[src/rtl/mnist_pkg.sv]
// Shared constants and types for the MNIST inference datapath.
// Product/feature widths and the accumulator FSM state encoding.
package mnist_pkg;

    localparam int PROD_W   = 16;
    localparam int FEAT_W   = 8;
    localparam int FEAT_MAX = 255;

    typedef enum logic {
        IDLE,
        ACCUM
    } acc_state_t;

endpackage

[src/rtl/requant_relu_sat.sv]
// Combinational bias-add, ReLU, arithmetic right-shift requantization and
// unsigned saturation of one neuron's dot-product sum.
module requant_relu_sat
    import mnist_pkg::*;
#(
    parameter int ACC_W = 26,
    parameter int SHIFT = 7
) (
    input  logic signed [ACC_W-1:0]  sum,
    input  logic signed [PROD_W-1:0] bias,
    output logic        [FEAT_W-1:0] feature
);

    // One guard bit so the bias add cannot wrap a large sum into the opposite sign.
    logic signed [ACC_W:0] t;
    logic        [ACC_W:0] r;

    // NOTE: every output of a combinational block gets a default first, so no path leaves it unassigned and infers a latch.
    always_comb begin
        t       = (ACC_W+1)'(sum) + (ACC_W+1)'(bias);
        r       = '0;
        feature = '0;
        if (!t[ACC_W]) begin
            r = t >>> SHIFT;
            if (r > (ACC_W+1)'(FEAT_MAX)) begin
                feature = FEAT_W'(FEAT_MAX);
            end else begin
                feature = r[FEAT_W-1:0];
            end
        end
    end

endmodule

[src/rtl/mac_accumulator.sv]
// Accumulates signed products per neuron, then requantizes to one 8-bit feature.
// Optional bias input is enabled by defining MAC_ACCUMULATOR_BIAS_EN.
module mac_accumulator
    import mnist_pkg::*;
#(
    parameter int ACC_W       = 26,
    parameter int SHIFT       = 7,
    parameter int NUM_NEURONS = 10,
    parameter int IDX_W       = 4
) (
    input  logic                     clk,
    input  logic                     rst,
    input  logic                     prod_valid,
    input  logic                     prod_last,
    input  logic signed [PROD_W-1:0] prod,
`ifdef MAC_ACCUMULATOR_BIAS_EN
    input  logic signed [PROD_W-1:0] bias,
`endif
    output logic        [FEAT_W-1:0] feature_out,
    output logic        [IDX_W-1:0]  neuron_idx,
    output logic                     out_valid,
    output logic                     layer_done
);

    localparam logic [IDX_W-1:0] LAST_IDX = IDX_W'(NUM_NEURONS - 1);

    acc_state_t               state_q, state_d;
    logic signed [ACC_W-1:0]  acc_q, acc_d;
    logic signed [ACC_W-1:0]  sum_q, sum_d;
    logic signed [PROD_W-1:0] bias_q, bias_d;
    logic                     fv_q, fv_d;
    logic        [IDX_W-1:0]  idx_q, idx_d;
    logic        [FEAT_W-1:0] feature_q, feature_d;
    logic        [IDX_W-1:0]  nidx_q, nidx_d;
    logic                     ov_q, ov_d;
    logic                     ld_q, ld_d;

    logic signed [ACC_W-1:0]  prod_ext;
    logic signed [ACC_W-1:0]  base;
    logic signed [PROD_W-1:0] bias_in;
    logic        [FEAT_W-1:0] feat_c;

`ifdef MAC_ACCUMULATOR_BIAS_EN
    assign bias_in = bias;
`else
    assign bias_in = '0;
`endif

    requant_relu_sat #(
        .ACC_W(ACC_W),
        .SHIFT(SHIFT)
    ) u_requant (
        .sum    (sum_q),
        .bias   (bias_q),
        .feature(feat_c)
    );

    always_comb begin
        prod_ext  = ACC_W'(prod);
        // Starting from zero in IDLE keeps a new neuron clean of the previous sum.
        base      = (state_q == ACCUM) ? acc_q : '0;
        state_d   = state_q;
        acc_d     = acc_q;
        sum_d     = sum_q;
        bias_d    = bias_q;
        fv_d      = 1'b0;
        if (prod_valid) begin
            if (prod_last) begin
                sum_d   = base + prod_ext;
                bias_d  = bias_in;
                acc_d   = '0;
                state_d = IDLE;
                fv_d    = 1'b1;
            end else begin
                acc_d   = base + prod_ext;
                state_d = ACCUM;
            end
        end

        feature_d = feature_q;
        nidx_d    = nidx_q;
        idx_d     = idx_q;
        ov_d      = fv_q;
        ld_d      = 1'b0;
        if (fv_q) begin
            feature_d = feat_c;
            nidx_d    = idx_q;
            ld_d      = (idx_q == LAST_IDX);
            idx_d     = (idx_q == LAST_IDX) ? '0 : idx_q + IDX_W'(1);
        end
    end

    // NOTE: state is updated with non-blocking assignments so every flop samples the pre-edge values.
    always_ff @(posedge clk) begin
        if (rst) begin
            state_q   <= IDLE;
            acc_q     <= '0;
            sum_q     <= '0;
            bias_q    <= '0;
            fv_q      <= 1'b0;
            idx_q     <= '0;
            feature_q <= '0;
            nidx_q    <= '0;
            ov_q      <= 1'b0;
            ld_q      <= 1'b0;
        end else begin
            state_q   <= state_d;
            acc_q     <= acc_d;
            sum_q     <= sum_d;
            bias_q    <= bias_d;
            fv_q      <= fv_d;
            idx_q     <= idx_d;
            feature_q <= feature_d;
            nidx_q    <= nidx_d;
            ov_q      <= ov_d;
            ld_q      <= ld_d;
        end
    end

    assign feature_out = feature_q;
    assign neuron_idx  = nidx_q;
    assign out_valid   = ov_q;
    assign layer_done  = ld_q;

endmodule
[config.mk]
export PLATFORM = sky130hd
export DESIGN_NAME = mac_accumulator
export DESIGN_NICKNAME = d
export VERILOG_FILES = /design/src/rtl/mnist_pkg.sv /design/src/rtl/requant_relu_sat.sv /design/src/rtl/mac_accumulator.sv
export SDC_FILE = /design/constraint.sdc
export NUM_CORES = 1
export LEC_CHECK = 0
export CAP_MARGIN = 15
export CELL_PAD_IN_SITES_DETAIL_PLACEMENT = 1
export CELL_PAD_IN_SITES_GLOBAL_PLACEMENT = 2
export CORE_MARGIN = 10
export CORE_UTILIZATION = 36
export CTS_BUF_LIST = sky130_fd_sc_hd__clkbuf_16
export CTS_CLUSTER_SIZE = 24
export DETAILED_ROUTE_END_ITERATION = 10
export PLACE_DENSITY = 0.91
export SLEW_MARGIN = 0
export SYNTH_ARGS = -nofsm -noshare
export SYNTH_HDL_FRONTEND = slang
export SYNTH_HIERARCHICAL = 1
export SYNTH_SLANG_ARGS = --single-unit
export TNS_END_PERCENT = 30
[constraint.sdc]
create_clock -name clk -period 3.4 [get_ports clk]
set_input_delay 0.68 -clock clk [delete_from_list [all_inputs] [get_ports clk]]
set_output_delay 0.68 -clock clk [all_outputs]
set_load 0.05 [all_outputs]
# ---- Word-level counts from Yosys, hierarchy flattened
# Cells that the tools add are included.
dict set report classes {
  n_addsub 2
  magnitude_cmp 1
  n_eq_ne 1
  muxes 7
  n_bitwise 2
  n_reduce_logical 3
}
# op count
set op_table {}
lappend op_table {{$mux W26} 2}
lappend op_table {{$gt A27 B8 Y1 const B} 1}
lappend op_table {{$add A26 B16 Y26} 1}
lappend op_table {{$mux W8} 2}
lappend op_table {{$add A4 B1 Y4 const B} 1}
lappend op_table {{$eq A4 B4 Y1 const B} 1}
lappend op_table {{$mux W4} 1}
lappend op_table {{$reduce_or A2 Y1} 2}
lappend op_table {{$mux W1} 2}
lappend op_table {{$not A1 Y1} 2}
lappend op_table {{$reduce_and A2 Y1} 1}
dict set report word_totals {
  regBits 72
  input_bits 20
}

# ---- Depth between registers and ports, before layout
# Gate-level depths: netlist of the first run.
dict set report logic_depth {
  ltp_word 3
  ltp_mapped 12
  mapped_depth_nobuf 11
}

# ---- By module
# Netlist of the first run, hierarchy kept.
# module n_inst cells_each area_per_inst_um2 seq_area_each_um2
set by_module_without_submodules {}
lappend by_module_without_submodules {mac_accumulator 1 433 3809.9 1441.4}
lappend by_module_without_submodules {requant_relu_sat 1 220 1446.4 0.0}

# ---- Least setup slack after synthesis of the first run
# OpenSTA, ideal clock, no wires.
dict set report synth_timing {
  kind {input to register}
  from {in prod[0]}
  to {reg acc_q[24]}
  setup_time_ps 126
  arrival_ps 2468
  t_required_ps 3274
  path_slack_ps 807
  path_stages 9
  path_buffers 0
  cell_sequence {ha_1 > fa_1 > a211oi_2 > o211ai_2 > a21oi_2 > o2111ai_2 > a21oi_1 > xor2_1 > o21ai_0}
}
dict set report synth_via {
  elab_chain_len 2
}
# item line_no
set synth_rtl {}
lappend synth_rtl {{from (decl)} mac_accumulator.sv:15} ;# input logic signed [PROD_W-1:0] prod,
lappend synth_rtl {{$add A26 B16 Y26} mac_accumulator.sv:75} ;# acc_d = base + prod_ext;
lappend synth_rtl {{$mux W26} mac_accumulator.sv:68} ;# if (prod_last) begin
lappend synth_rtl {{to (signal assigned)} mac_accumulator.sv:97} ;# acc_q <= '0;
lappend synth_rtl {{to (signal assigned)} mac_accumulator.sv:108} ;# acc_q <= acc_d;
lappend synth_rtl {{to (decl)} mac_accumulator.sv:28} ;# logic signed [ACC_W-1:0] acc_q, acc_d;
# Every way passes these cells.
# A chain may end at the register's enable or synchronous reset.

# ---- Worst setup path after layout of the first run
dict set report layout_timing {
  from {reg state_q}
  to {reg acc_q[24]}
}
dict set report layout_via {
  elab_chain_len 3
}
# item line_no
set layout_rtl {}
lappend layout_rtl {{from (decl)} mac_accumulator.sv:27} ;# acc_state_t state_q, state_d;
lappend layout_rtl {{from (signal assigned)} mac_accumulator.sv:107} ;# state_q <= state_d;
lappend layout_rtl {{$mux W26} mac_accumulator.sv:61} ;# base = (state_q == ACCUM) ? acc_q : '0;
lappend layout_rtl {{$add A26 B16 Y26} mac_accumulator.sv:75}
lappend layout_rtl {{$mux W26} mac_accumulator.sv:68}
# Every way passes these cells.

==> flow_metrics.tcl, run 1 <==
set metrics [dict create \
    design_area_um2 6190 \
    timing.final.crit_share_pct 88.6 \
    dr.pass1.iters 4 \
    core-area_um2 14400 \
    synth-adder-area-share_pct 12.3 \
    syn_inst 653 \
    ir_drop_v 0.000231 \
    first_global_vias 5069 \
    worst_pin_slew_ps 1160 \
    route.detailed.drc 0 \
    period_needed_ps 3010 \
    synth_seq_area_share_pct 27.4 \
    drv_slew 0 \
    syn_avg_cell_area_um2 8.05 \
    ant_nets 0 \
    hold_buffers 0 \
    p_leak_nw 2.57 \
    gp_congestion 0.885 \
    areaGrowthSynthToFinish_pct 17.8 \
    ios 34 \
    portBuffers 33 \
    cts_resized 0 \
    synthMuxAreaShare_pct 2.88 \
    grt_first_pass_wirelength_mm 25.1 \
    hold_slack_ps 456 \
    postCtsSetupRepairBufs 0 \
    clock_latency_ps 340 \
    cp-start-kind "flip-flop" \
    hold_violations 0 \
    initial_core_util_pct 36.4 \
    insertedDiodeCount 0 \
    synth_xor_area_share_pct 6.00 \
    hpwl_mm 11.7 \
    vias 4883 \
    drive_gt1_share_pct 6.21 \
    netlist_area_um2 5260 \
    wl_mm 14.7 \
    clockRootBuffer "clkbuf_16" \
    cp_slowest_cell "dfxtp_1" \
    cts.clk_slew.worst_paths_ps 60 \
    dieArea_um2 19800 \
    antenna_found_initial 0 \
    setup_tns_ps 0 \
    fmax_mhz 332 \
    post_synth_num_cell_types 60 \
    drt_iter0_drc 260 \
    crit_fanout 27 \
    track_usage_pct 15.0 \
    status "finished, final reports clean" \
    slowest_delay_ps 570 \
    synth-simple-area-share_pct 19.8 \
    rows 44 \
    power_density_nw_per_um2 397 \
    report.final.setup_viol 0 \
    final_util_pct 42.9 \
    hp-class "reg2reg" \
    cts_buffers 9 \
    viasPerCell 5.47 \
    cts_buffer_depth 2 \
    critical_path_class "reg2reg" \
    rsz0062_at_grt "no" \
    tritoncts "done" \
    path_cells "and2_1 -> ha_1 -> fa_1 -> a211oi_2 -> o211ai_2 -> a21oi_2 -> o2111ai_2 -> a21oi_1 -> xor2_1 -> o21ai_0" \
    cts_max_level 3 \
    dieHeight_um 141 \
    critPathCaptureType "flip-flop" \
    maxCapViolCount 0 \
    wl_per_cell_um 16.5 \
    grt_overflow 0 \
    ys.flop_type "dfxtp_1" \
    ys_seq_elements 72 \
    place_area_um2 5870 \
    yosys_warnings 6 \
    crit_required_ps 3630 \
    synth_compound_area_share_pct 28.5 \
    finalNetCount 774 \
    synth_edf_count 0 \
    synth_top_family_by_area "compound AO/OA/AOI/OAI gates" \
    relSlewSlack_pct 22.0 \
    cts.sink_count 72 \
    worst_ep_arrival_time_ps 3240 \
    grt_max_degree 32 \
    clock_skew_ps 8.05 \
    postSynth.asyncResetShare_pct 0 \
    fp.dieW_um 141 \
]
## through the flow
step                      cells  setup slack (ps)  power (mW)
after floorplan             679               807        1.28
after global placement      876               179        1.40
after detailed placement    876               119        1.42
after CTS                   892               371        2.48
after global routing        892               117        2.59
final                       892               389        2.46
## registers in the layout (all words and copies together) (netlist names)
signal and flops:
acc_q 26, feature_out 8, fv_q 1, idx_q 4
layer_done 1, neuron_idx 4, out_valid 1, state_q 1
sum_q 26
## power by group
| group | switching, mW | total [mW] | leakage, nW | internal [mW] |
|---|---|---|---|---|
| Combinational | 0.304 | 0.502 | 1.82 | 0.197 |
| Sequential | 0.0288 | 0.910 | 0.587 | 0.881 |
| Clock | 0.394 | 1.05 | 0.162 | 0.652 |
## logic make-up (layout without fill, tap and decap cells)
logic type               Yosys count  in the layout
XOR/XNOR                          36             36
adder cells (fa/ha/maj)           51             51
AO/OA/AOI/OAI                    228            228
other                              1             27
flip-flops                        72             72
buffers and inverters             42             71
AND/OR/NAND/NOR                  208            208
multiplexers                      15             15
## final cells by class
class / count / area [µm²]
fill: 1754 / 8230
timing repair buffer: 40 / 383
clock buffer: 9 / 225
sequential: 72 / 1440
multi-input combinational: 565 / 3750
inverter: 15 / 56.3
tap: 184 / 230
clock inverter: 7 / 103
## final timing paths
check | from | slack [ps] | depth (start not counted) | to
min reg2reg | acc_q[22]$_SDFFE_PP0P_ | 460 | 2 | acc_q[22]$_SDFFE_PP0P_
min | acc_q[22]$_SDFFE_PP0P_ | 460 | 2 | acc_q[22]$_SDFFE_PP0P_
max reg2reg | state_q$_SDFFE_PP0P_ | 390 | 10 | acc_q[24]$_SDFFE_PP0P_
max | state_q$_SDFFE_PP0P_ | 390 | 10 | acc_q[24]$_SDFFE_PP0P_
## critical path, delay by kind of cell, from the launching register on
kind / cells / cell delay [ps]
compound gates: 6 / 1170
fa+ha+maj: 2 / 680
flops: 1 / 570
simple gates: 1 / 280
xor+xnor: 1 / 190
## cells in the mapped netlist, types with 2 or more instances
cell type | count | area share [%]
inv_1 | 14 | 1.0
buf_2 | 3 | 0.29
a311oi_1 | 2 | 0.33
nor3b_1 | 2 | 0.29
o21ai_0 | 49 | 4.7
o211ai_1 | 6 | 0.86
nand3b_1 | 5 | 0.71
xor2_1 | 20 | 3.3
a21oi_2 | 2 | 0.33
a31oi_1 | 16 | 1.9
a21o_1 | 12 | 1.7
and2_1 | 27 | 3.2
clkbuf_1 | 23 | 1.6
o21ai_1 | 6 | 0.57
nor2_1 | 46 | 3.3
o211ai_2 | 2 | 0.48
nand4_1 | 13 | 1.5
a211oi_2 | 4 | 0.95
a32o_1 | 2 | 0.38
nand2_1 | 60 | 4.3
o221ai_1 | 3 | 0.50
mux2i_1 | 14 | 2.7
a21oi_1 | 74 | 7.0
a221oi_1 | 2 | 0.33
ha_1 | 50 | 12
o21bai_1 | 4 | 0.57
or3b_2 | 2 | 0.33
nand2b_1 | 8 | 0.95
nor2b_1 | 15 | 1.8
nor3_1 | 10 | 0.95
a22o_1 | 22 | 3.7
o21a_1 | 8 | 1.1
xnor2_1 | 16 | 2.7
nand3_1 | 14 | 1.3
dfxtp_1 | 72 | 27
## cell usage in the layout (no fill, tap or decap), types with 22 or more instances in the layout
cell / n
a21oi_1: 73
a22o_1: 22
and2_1: 27
clkdlybuf4s50_1: 33
conb_1: 27
dfxtp_1: 72
ha_1: 50
nand2_1: 60
nor2_1: 46
o21ai_0: 49
## per-layer routing
| layer | vias to the layer above | GRT usage [%] | share of wire, % |
|---|---|---|---|
| li1 | 2464 | - | - |
| met1 | 2341 | 19.0 | 48 |
| met2 | 59 | 24.8 | 47 |
| met3 | 19 | 2.38 | 2.7 |
| met4 | 0 | 5.71 | 1.8 |
| met5 | - | 0 | 0 |
(Power assumes the default switching activity.)
==> run 2: changes to the inputs <==
PLACE_DENSITY = 0.82   (was 0.91)
==> run 2 against run 1 <==
Worst setup slack improved by 61 ps. Register-to-register slack improved by 130 ps. Global-route usage fell by 0.064 points. Count of clock-buffer cells in the layout did not move. Clock power barely moved. Sequential share of layout area barely moved. Fmax rose by 2.1%. Critical path depth did not move. Routed wire length rose by 0.40%. Sequential power barely moved. Worst hold slack got worse by 2.8 ps. Largest cell class unchanged. Highest routed layer unchanged.
==> flow_metrics.tcl, run 2 (synthesis results as in run 1) <==
set metrics [dict create \
    wl_met2_mm 6.97 \
    rows 44 \
    wl_per_cell_um 16.5 \
    layout_common_cells "a21oi_1 (73), dfxtp_1 (72), nand2_1 (60)" \
    viasPerCell 5.50 \
    track_usage_pct 14.9 \
    layout_commonest_cell "a21oi_1" \
    tritoncts "done" \
    worst_slack_ps 451 \
    final_util_pct 43.0 \
    cts.sink_count 72 \
    path_buf_inv 1 \
    postCtsSetupRepairBufs 0 \
    hp-class "reg2reg" \
    ant_nets 0 \
    met1_length_mm 7.01 \
    relSlewSlack_pct 45.5 \
    setup_tns_ps 0 \
    path_cells "clkdlybuf4s50_1 -> ha_1 -> fa_1 -> a211oi_2 -> o211ai_2 -> a21oi_2 -> o2111ai_2 -> a21oi_1 -> xor2_1 -> o21ai_0" \
    fp.dieW_um 141 \
    p_leak_nw 2.57 \
    finalNetCount 775 \
    areaGrowthSynthToFinish_pct 18.0 \
    wl_met3_um 458 \
    crit_fanout 3 \
    drive_gt1_share_pct 6.35 \
    route.detailed.drc 0 \
    vias 4913 \
    slowest_delay_ps 440 \
    report.final.setup_viol 0 \
    cp_slowest_cell "fa_1" \
    dieHeight_um 141 \
    gp_congestion 0.855 \
    stdcell_count 893 \
    maxCapViolCount 0 \
    hold_buffers 0 \
    dp.cells 875 \
    antenna_found_initial 0 \
    ir_drop_v 0.000245 \
    hpwl_mm 11.7 \
    grt_max_degree 28 \
    crit_required_ps 3620 \
    cp-start-kind "primary input" \
    drt_iter0_drc 162 \
    first_global_vias 5094 \
    wl_mm 14.7 \
    grt_overflow 0 \
    critPathCaptureType "flip-flop" \
    clock_skew_ps 8.20 \
    timing.final.crit_share_pct 86.7 \
    worst_pin_slew_ps 817 \
    place_area_um2 5860 \
    clock_latency_ps 340 \
    cts_buffers 9 \
    insertedDiodeCount 0 \
    critical_path_class "in2reg" \
    initial_core_util_pct 36.4 \
    cts.clk_slew.worst_paths_ps 70 \
    maxUsedRoutingLayer "met4" \
    path_delay_family "compound AO/OA/AOI/OAI gates" \
    place_worst_setup_slack_ps 101 \
    core-area_um2 14400 \
    grt_first_pass_wirelength_mm 24.8 \
    ios 34 \
    drv_slew 0 \
    status "finished, final reports clean" \
    cts_max_level 3 \
    power_density_nw_per_um2 398 \
    portBuffers 33 \
    cts_resized 0 \
    period_needed_ps 2950 \
    worst_ep_arrival_time_ps 3170 \
    hold_violations 0 \
    cts_buffer_depth 2 \
    total_power_mw 2.47 \
    dieArea_um2 19800 \
    clockRootBuffer "clkbuf_16" \
    rsz0062_at_grt "no" \
    fmax_mhz 339 \
    dr.pass1.iters 4 \
    design_area_um2 6200 \
    hold_slack_ps 453 \
]
run 2: cell count changes in the layout (fill, tap and decap cells not counted):
cell | before | now
clkbuf_4 | 0 | 1
run 2: final timing paths:
check	slack, ps	to	from	depth (start not counted)
worst min register to register	450	acc_q[11]$_SDFFE_PP0P_	acc_q[11]$_SDFFE_PP0P_	2
worst max register to register	520	feature_out[7]$_SDFFE_PP0P_	sum_q[18]$_SDFFE_PP0P_	11
worst min-delay path	450	acc_q[11]$_SDFFE_PP0P_	acc_q[11]$_SDFFE_PP0P_	2
worst max-delay path	450	acc_q[24]$_SDFFE_PP0P_	prod[0]	10
run 2: layout make-up:
type | instances | area, µm²
repair buffers | 41 | 390
well taps | 184 | 230
clock buffers | 9 | 225
clock inverters | 7 | 103
flip-flops and latches | 72 | 1440
multi-input cells | 565 | 3750
fillers | 1737 | 8220
inverters | 15 | 56.3
run 2: routing by layer:
layer	vias up	global-route usage, %
met5	-	0
met4	0	5.92
met3	19	2.25
met2	58	25.1
met1	2363	18.6
li1	2473	-
run 2: tightest hold or removal path, stage by stage (launching register included):
cell and delay (ps):
dfxtp_1 310, nand2_1 50, o21ai_1 50
run 2: where the power goes:
group          internal, mW  switching (mW)  leakage [nW]
registers             0.881          0.0260         0.587
logic                 0.198           0.306          1.82
clock network         0.653           0.407         0.162
